File: config.mk
export PLATFORM = sky130hd
export DESIGN_NAME = pad_link_tx
export DESIGN_NICKNAME = d
export VERILOG_FILES = /design/src/rtl/pad_link_tx.sv
export SDC_FILE = /design/constraint.sdc
export NUM_CORES = 1
export LEC_CHECK = 0
export CELL_PAD_IN_SITES_DETAIL_PLACEMENT = 0
export CELL_PAD_IN_SITES_GLOBAL_PLACEMENT = 1
export CORE_ASPECT_RATIO = 0.7
export CORE_MARGIN = 4
export CORE_UTILIZATION = 50
export CTS_BUF_LIST = sky130_fd_sc_hd__clkbuf_16
export DETAILED_ROUTE_END_ITERATION = 16
export DONT_BUFFER_PORTS = 1
export MAX_ROUTING_LAYER = met4
export PLACE_DENSITY_LB_ADDON = 0.3
export RECOVER_POWER = 100
export SYNTH_ARGS = -nofsm -noshare
export SYNTH_HDL_FRONTEND = slang
export SYNTH_SLANG_ARGS = --single-unit
File: constraint.sdc
create_clock -name clk -period 2.3 [get_ports clk]
set_input_delay 0.345 -clock clk [delete_from_list [all_inputs] [get_ports clk]]
set_output_delay 0.345 -clock clk [all_outputs]
set_load 0.01 [all_outputs]
File: src/rtl/pad_link_tx.sv
// pad_link_tx: UART-style transmitter that sends synchronized button state plus a 3-bit sequence number per frame.
module pad_link_tx #(
  parameter int unsigned BIT_DIV = 434
) (
  input  logic       clk,
  input  logic       rst_n,
  input  logic       left,
  input  logic       right,
  input  logic       attack,
  input  logic       send,
  output logic       tx,
  output logic       busy,
  output logic       done,
  output logic [2:0] seq
);
  localparam int CW = (BIT_DIV > 1) ? $clog2(BIT_DIV) : 1;
  typedef enum logic [1:0] {IDLE, START, DATA, STOP} state_t;
  state_t state, state_n;
  logic [CW-1:0] cnt, cnt_n;
  logic [3:0] idx, idx_n;
  logic [7:0] data, data_n, nb;
  logic [6:0] d7;
  logic [2:0] seq_n, s1, s2;
  logic pend, pend_n, tx_n, busy_n, done_n, bit_end, go;
  assign bit_end = cnt == CW'(BIT_DIV - 1);
  assign d7 = {1'b0, seq + 3'd1, s2};
  assign nb = {^d7, d7};
  always_comb begin
    state_n = state;
    cnt_n = (state == IDLE || bit_end) ? '0 : cnt + 1'b1;
    idx_n = idx;
    data_n = data;
    seq_n = seq;
    pend_n = pend | (state != IDLE && send);
    tx_n = tx;
    busy_n = busy;
    done_n = 1'b0;
    go = 1'b0;
    case (state)
      IDLE: go = send;
      START: if (bit_end) begin
        state_n = DATA;
        idx_n = '0;
        tx_n = data[0];
      end
      DATA: if (bit_end) begin
        if (idx == 4'd7) begin
          state_n = STOP;
          tx_n = 1'b1;
        end else begin
          idx_n = idx + 4'd1;
          tx_n = data[idx[2:0] + 3'd1];
        end
      end
      STOP: if (bit_end) begin
        done_n = 1'b1;
        go = pend | send;
        pend_n = 1'b0;
        state_n = IDLE;
        busy_n = 1'b0;
        tx_n = 1'b1;
      end
      default: state_n = IDLE;
    endcase
    // A new frame latches buttons and the next sequence number on the start edge
    if (go) begin
      state_n = START;
      seq_n = seq + 3'd1;
      data_n = nb;
      tx_n = 1'b0;
      busy_n = 1'b1;
      cnt_n = '0;
    end
  end
  always_ff @(posedge clk or negedge rst_n) begin
    if (!rst_n) begin
      state <= IDLE;
      cnt <= '0;
      idx <= '0;
      data <= '0;
      seq <= '0;
      pend <= 1'b0;
      tx <= 1'b1;
      busy <= 1'b0;
      done <= 1'b0;
      s1 <= '0;
      s2 <= '0;
    end else begin
      state <= state_n;
      cnt <= cnt_n;
      idx <= idx_n;
      data <= data_n;
      seq <= seq_n;
      pend <= pend_n;
      tx <= tx_n;
      busy <= busy_n;
      done <= done_n;
      s1 <= {attack, right, left};
      s2 <= s1;
    end
  end
endmodule
[Yosys cells after proc, flatten, opt, wreduce, memory -nomap -nowiden]
Cells that the tools add are included.
Cells by class
  bitwise operators: 2
  div/mod/pow operators: 0
  reduce and logical (&&, ||, !) cells: 13
  shift operators: 0
  mux-type cells: 29
  order comparisons: 1
  multipliers: 0
  add/sub/neg operators: 4
  equality and inequality tests: 12
Operators by type and width (number)
  $mux 9: 2
  $mux 1: 14
  $mux 4: 3
  $ne 3x3->1 const B: 4
  $mux 2: 5
  $add 9x1->9 const B: 1
  $eq 9x9->1 const B: 1
  $pmux 4 s2: 1
  $reduce_and 4->1: 2
  $reduce_bool 2->1: 4
  $reduce_xor 7->1: 1
  $add 3x1->3 const B: 2
  $ne 2x2->1 const B: 3
  $pmux 2 s3: 1
  $reduce_and 5->1: 1
  $add 4x1->4 const B: 1
  $eq 2x2->1 const B: 2
  $eq 4x3->1 const B: 1
  $lt 3x4->1 const B: 1
  $reduce_bool 4->1: 1
  $bmux 1 s3: 1
  $pmux 1 s3: 1
  $eq 2x1->1 const B: 1
  $logic_not 2->1: 1
  other kinds (5): 6
Word-level totals
  register bits after elaboration: 35
  RAM bits: 0
  logic and storage cells: 72
  memories: 0
  memory bits (read-only): 0
  input port bits: 6
  output and inout bits: 6
  latch bits: 0

[Longest topological paths before layout]
  word-level depth: 7
  depth in mapped cells: 7
  depth with buffers taken out: 6

[Worst setup path before layout]
OpenSTA, ideal clock, no wires.
  path kind: reg-to-reg
  start point: reg idx[0]
  end point: reg tx
  cell stages (with the launch flop): 6
  required time: 2207 ps
  period minus slack after synthesis: 2025 ps
  setup time: 93 ps
  path slack: 275 ps
  path buffers: 0
  arrival: 1932 ps
  path through: dfrtp_1 ha_1 xnor2_1 mux4_2 a2111oi_2 o22ai_1
Between the ends
  word-level cells in the longest chain between the ends: 7
  elaborated cells on any way between the ends: 8
  those cells by class: add/sub (1); eq/ne (1); mux (6)
RTL lines
  from (decl): line 20  | logic [3:0] idx, idx_n;
  from (signal assigned): line 91  | idx <= idx_n;
  $add 3x1->3: line 52  | tx_n = data[idx[2:0] + 3'd1];
  $bmux 1 s3: line 52
  $mux 1 (implied by the code): line 52
  $mux 1 *: line 47  | if (idx == 4'd7) begin
  $mux 1 *: line 46  | DATA: if (bit_end) begin
  $pmux 1 s3 *: line 39  | case (state)
  $mux 1 *: line 66  | if (go) begin
  to (signal assigned): line 95  | tx <= tx_n;
  to (decl): line 11  | output logic tx,
Every way passes the cells marked *; elsewhere a longest branch is shown, timed or not. The select of a mux whose other input is x is not followed.
A chain may end at the register's enable or synchronous reset.

[Worst setup path in the final report]
Ends and elaborated chain as after synthesis.

==> metrics.txt <==
status=finished, final reports clean; R2R cell count=5; crit end category=flop; Vias per Instance=around 5.5; postcts setup bufs=0; Post-Route Utilization=57.3%; Syn Area/Cell=11.4 um^2; worst IR drop on VDD=0.575 mV; top-level I/O count=12; Routed WL=2.84 mm; CTS tree=yes; clock buffer depth=2; terminus of the critical flop-to-flop path=tx; biggest area consumer among synthesized cells=dfrtp_1; DR DRC count=0; share of layout cells above drive strength 1=10.1%; Fin Clk Skew=roughly 0.0076 ns; clk slew on worst S/H paths=0.05 ns; Final Critical Period=2.14 ns; # clock sinks=32; Slew Limit Fails=0; grt total ovfl=0; vias in the first global route=approximately 1.0k; R2R setup slack=around 0.16 ns; worst flop-to-flop path startpoint=idx[0]; Startpoint Class=flop; Mapped Area=roughly 1600 um^2; Async S/R FF share, synth=100%; min-delay worst type=in -> reg; antenna violations before repair=0; CP arrival=approximately 2.3 ns; leakage=around 0.84 nW; Yosys Warn Count=0; Skew-Pair Late Insertion Delay=roughly 0.28 ns; Non-Filler Instances=187; CTS buffer count=5; most common cell in the netlist=dfrtp_1; top cells by count, synth=dfrtp_1 (31), nor2_1 (13), xnor2_1 (12); synthesized flop and latch total=32; All-Layer GR Usage=16.2%; Mapped Nets=157; routed len/inst=15.2 um; Post-Synthesis Cells=142; ANT cells=0; routed vias=1022; Port Buf Inserts=0; Initial DRT Pass Iterations=4; Post-synth top flop=dfrtp_1; CP max FO=6; fillers=289; global-route wire length before repair=5.15 mm; Yosys top cell area share=47.8%; switching share of power=19.7%; worst hold path stage count=0; sequential share of power=47.4%; EDFF count, synth=0; core area=3130 um^2; unrepaired setup endpoints after global routing=false; die width=roughly 76 um; Hold Path End=s1[0]; crit share post-route=93.0%; Comb power frac=between 1.5 and 2%; largest net degree at the start of global routing=33; setup_tns=0 ns; DIE HEIGHT=55.7 um; FMAX=roughly 470 MHz; Starting Density=between 50% and 60%; Hold Fails Final Rpt=0; Synth area leaders=dfrtp_1 (48%), ha_1 (6.9%), xnor2_1 (6.5%); launch point of the worst hold path=left; hold-fix buffers at CTS=2; Seq/Total Area, Yosys=49.4%; worst-margin pin slew=1.41 ns; Die ar.=4240 um^2; RD Place Congestion=0.764; # setup viols final=0; H-tree depth=2; internal power=0.000969 W; initial drt markers=54; Net Switching=0.000237 W; clock power share=between 50% and 60%; PwrDens=672 nW/um^2; Nets=163; synth unique cells=42; antenna viol nets, final=0; Layout area overhead=10.4%; Inst Count DP=177; Crit path required time=2.49 ns; num rows=17; Setup CP Type=reg -> reg; Worst slew margin=6.21%; post-cts resize count=0; post-DP HPWL=2.10 mm; CTS root buf=clkbuf_16; max cap viols=0
-- power by group through the flow --
stage	Sequential (W)	Clock, W	Combinational, W
after floorplan	0.000581	0	0.00000748
after global placement	0.000581	0	0.00000828
after detailed placement	0.000581	0	0.00000839
after CTS	0.000572	0.000633	0.0000252
after global routing	0.000572	0.000668	0.0000250
final	0.000572	0.000612	0.0000216
-- sequential cells by signal, indices dropped and copies added (netlist names), 2 cells and up --
register,count
cnt,9
state,2
idx,4
s2,3
seq,2
data,5
s1,3
-- metrics by stage --
step                power, W  setup slack, ns  hold WS (ns)  cell area, um^2
finish               0.00121            0.160        0.0982             1790
floorplan           0.000588            0.275        0.0494             1620
detailed placement  0.000590            0.168        0.0503             1650
global placement    0.000589            0.216        0.0502             1650
global route         0.00126           0.0482        0.0810             1790
CTS                  0.00123            0.158        0.0910             1820
-- cells in the final DEF, fill, tap and decap left out, types with 2 or more instances in the layout --
cell type / count
dfrtp_1: 31
nor2_1: 14
xnor2_1: 12
inv_1: 9
ha_1: 9
nand2_1: 6
mux2_1: 5
clkbuf_16: 5
nand3_1: 4
xor2_1: 4
nor3_1: 4
a21oi_1: 4
o21ai_0: 4
and3_2: 3
nand3b_1: 2
mux2_2: 2
and2_1: 2
-- per-layer routing --
layer / vias to the layer above / GRT usage (%) / share of wire [%]
met1: 487 / 24.3 / 55
li1: 514 / - / -
met5: - / - / 0
met3: 5 / 6.80 / 4.3
met2: 16 / 18.9 / 40
met4: 0 / 5.99 / 1.5
-- worst max-delay path, stage by stage (launching register included) --
cell and delay (ns):
dfrtp_1 0.44, ha_1 0.28, xnor2_1 0.30, mux4_2 0.55, a2111oi_2 0.36, o22ai_1 0.13
-- kinds of logic after synthesis --
family          Yosys count  synth area share, %
buf+inv                  12                 3.70
mux                       8                 6.24
xor+xnor                 16                 8.63
flops                    32                 49.4
simple gates             43                 14.9
compound gates           22                 10.2
fa+ha+maj                 9                 6.93
-- worst max-delay path by stage --
stage                      start  endpoint  slack, ns  depth (start not counted)
after global routing      idx[0]        tx       0.05                          5
after detailed placement  idx[0]        tx       0.17                          5
after floorplan           idx[0]        tx       0.27                          5
final                     idx[0]        tx       0.16                          5
after CTS                 idx[0]        tx       0.16                          5
after global placement    idx[0]        tx       0.22                          5
-- layout make-up --
cell class / instances / area, um^2 / share of cell area [%]
multi-input cells: 98 / 747 / 41.7
inverters: 8 / 30.0 / 1.67
well taps: 38 / 47.5 / 2.65
clock buffers: 5 / 125 / 6.98
repair buffers: 3 / 26.3 / 1.47
flip-flops and latches: 32 / 802 / 44.7
clock inverters: 3 / 15.0 / 0.837
Note: power is estimated with default switching activity, not from simulation.
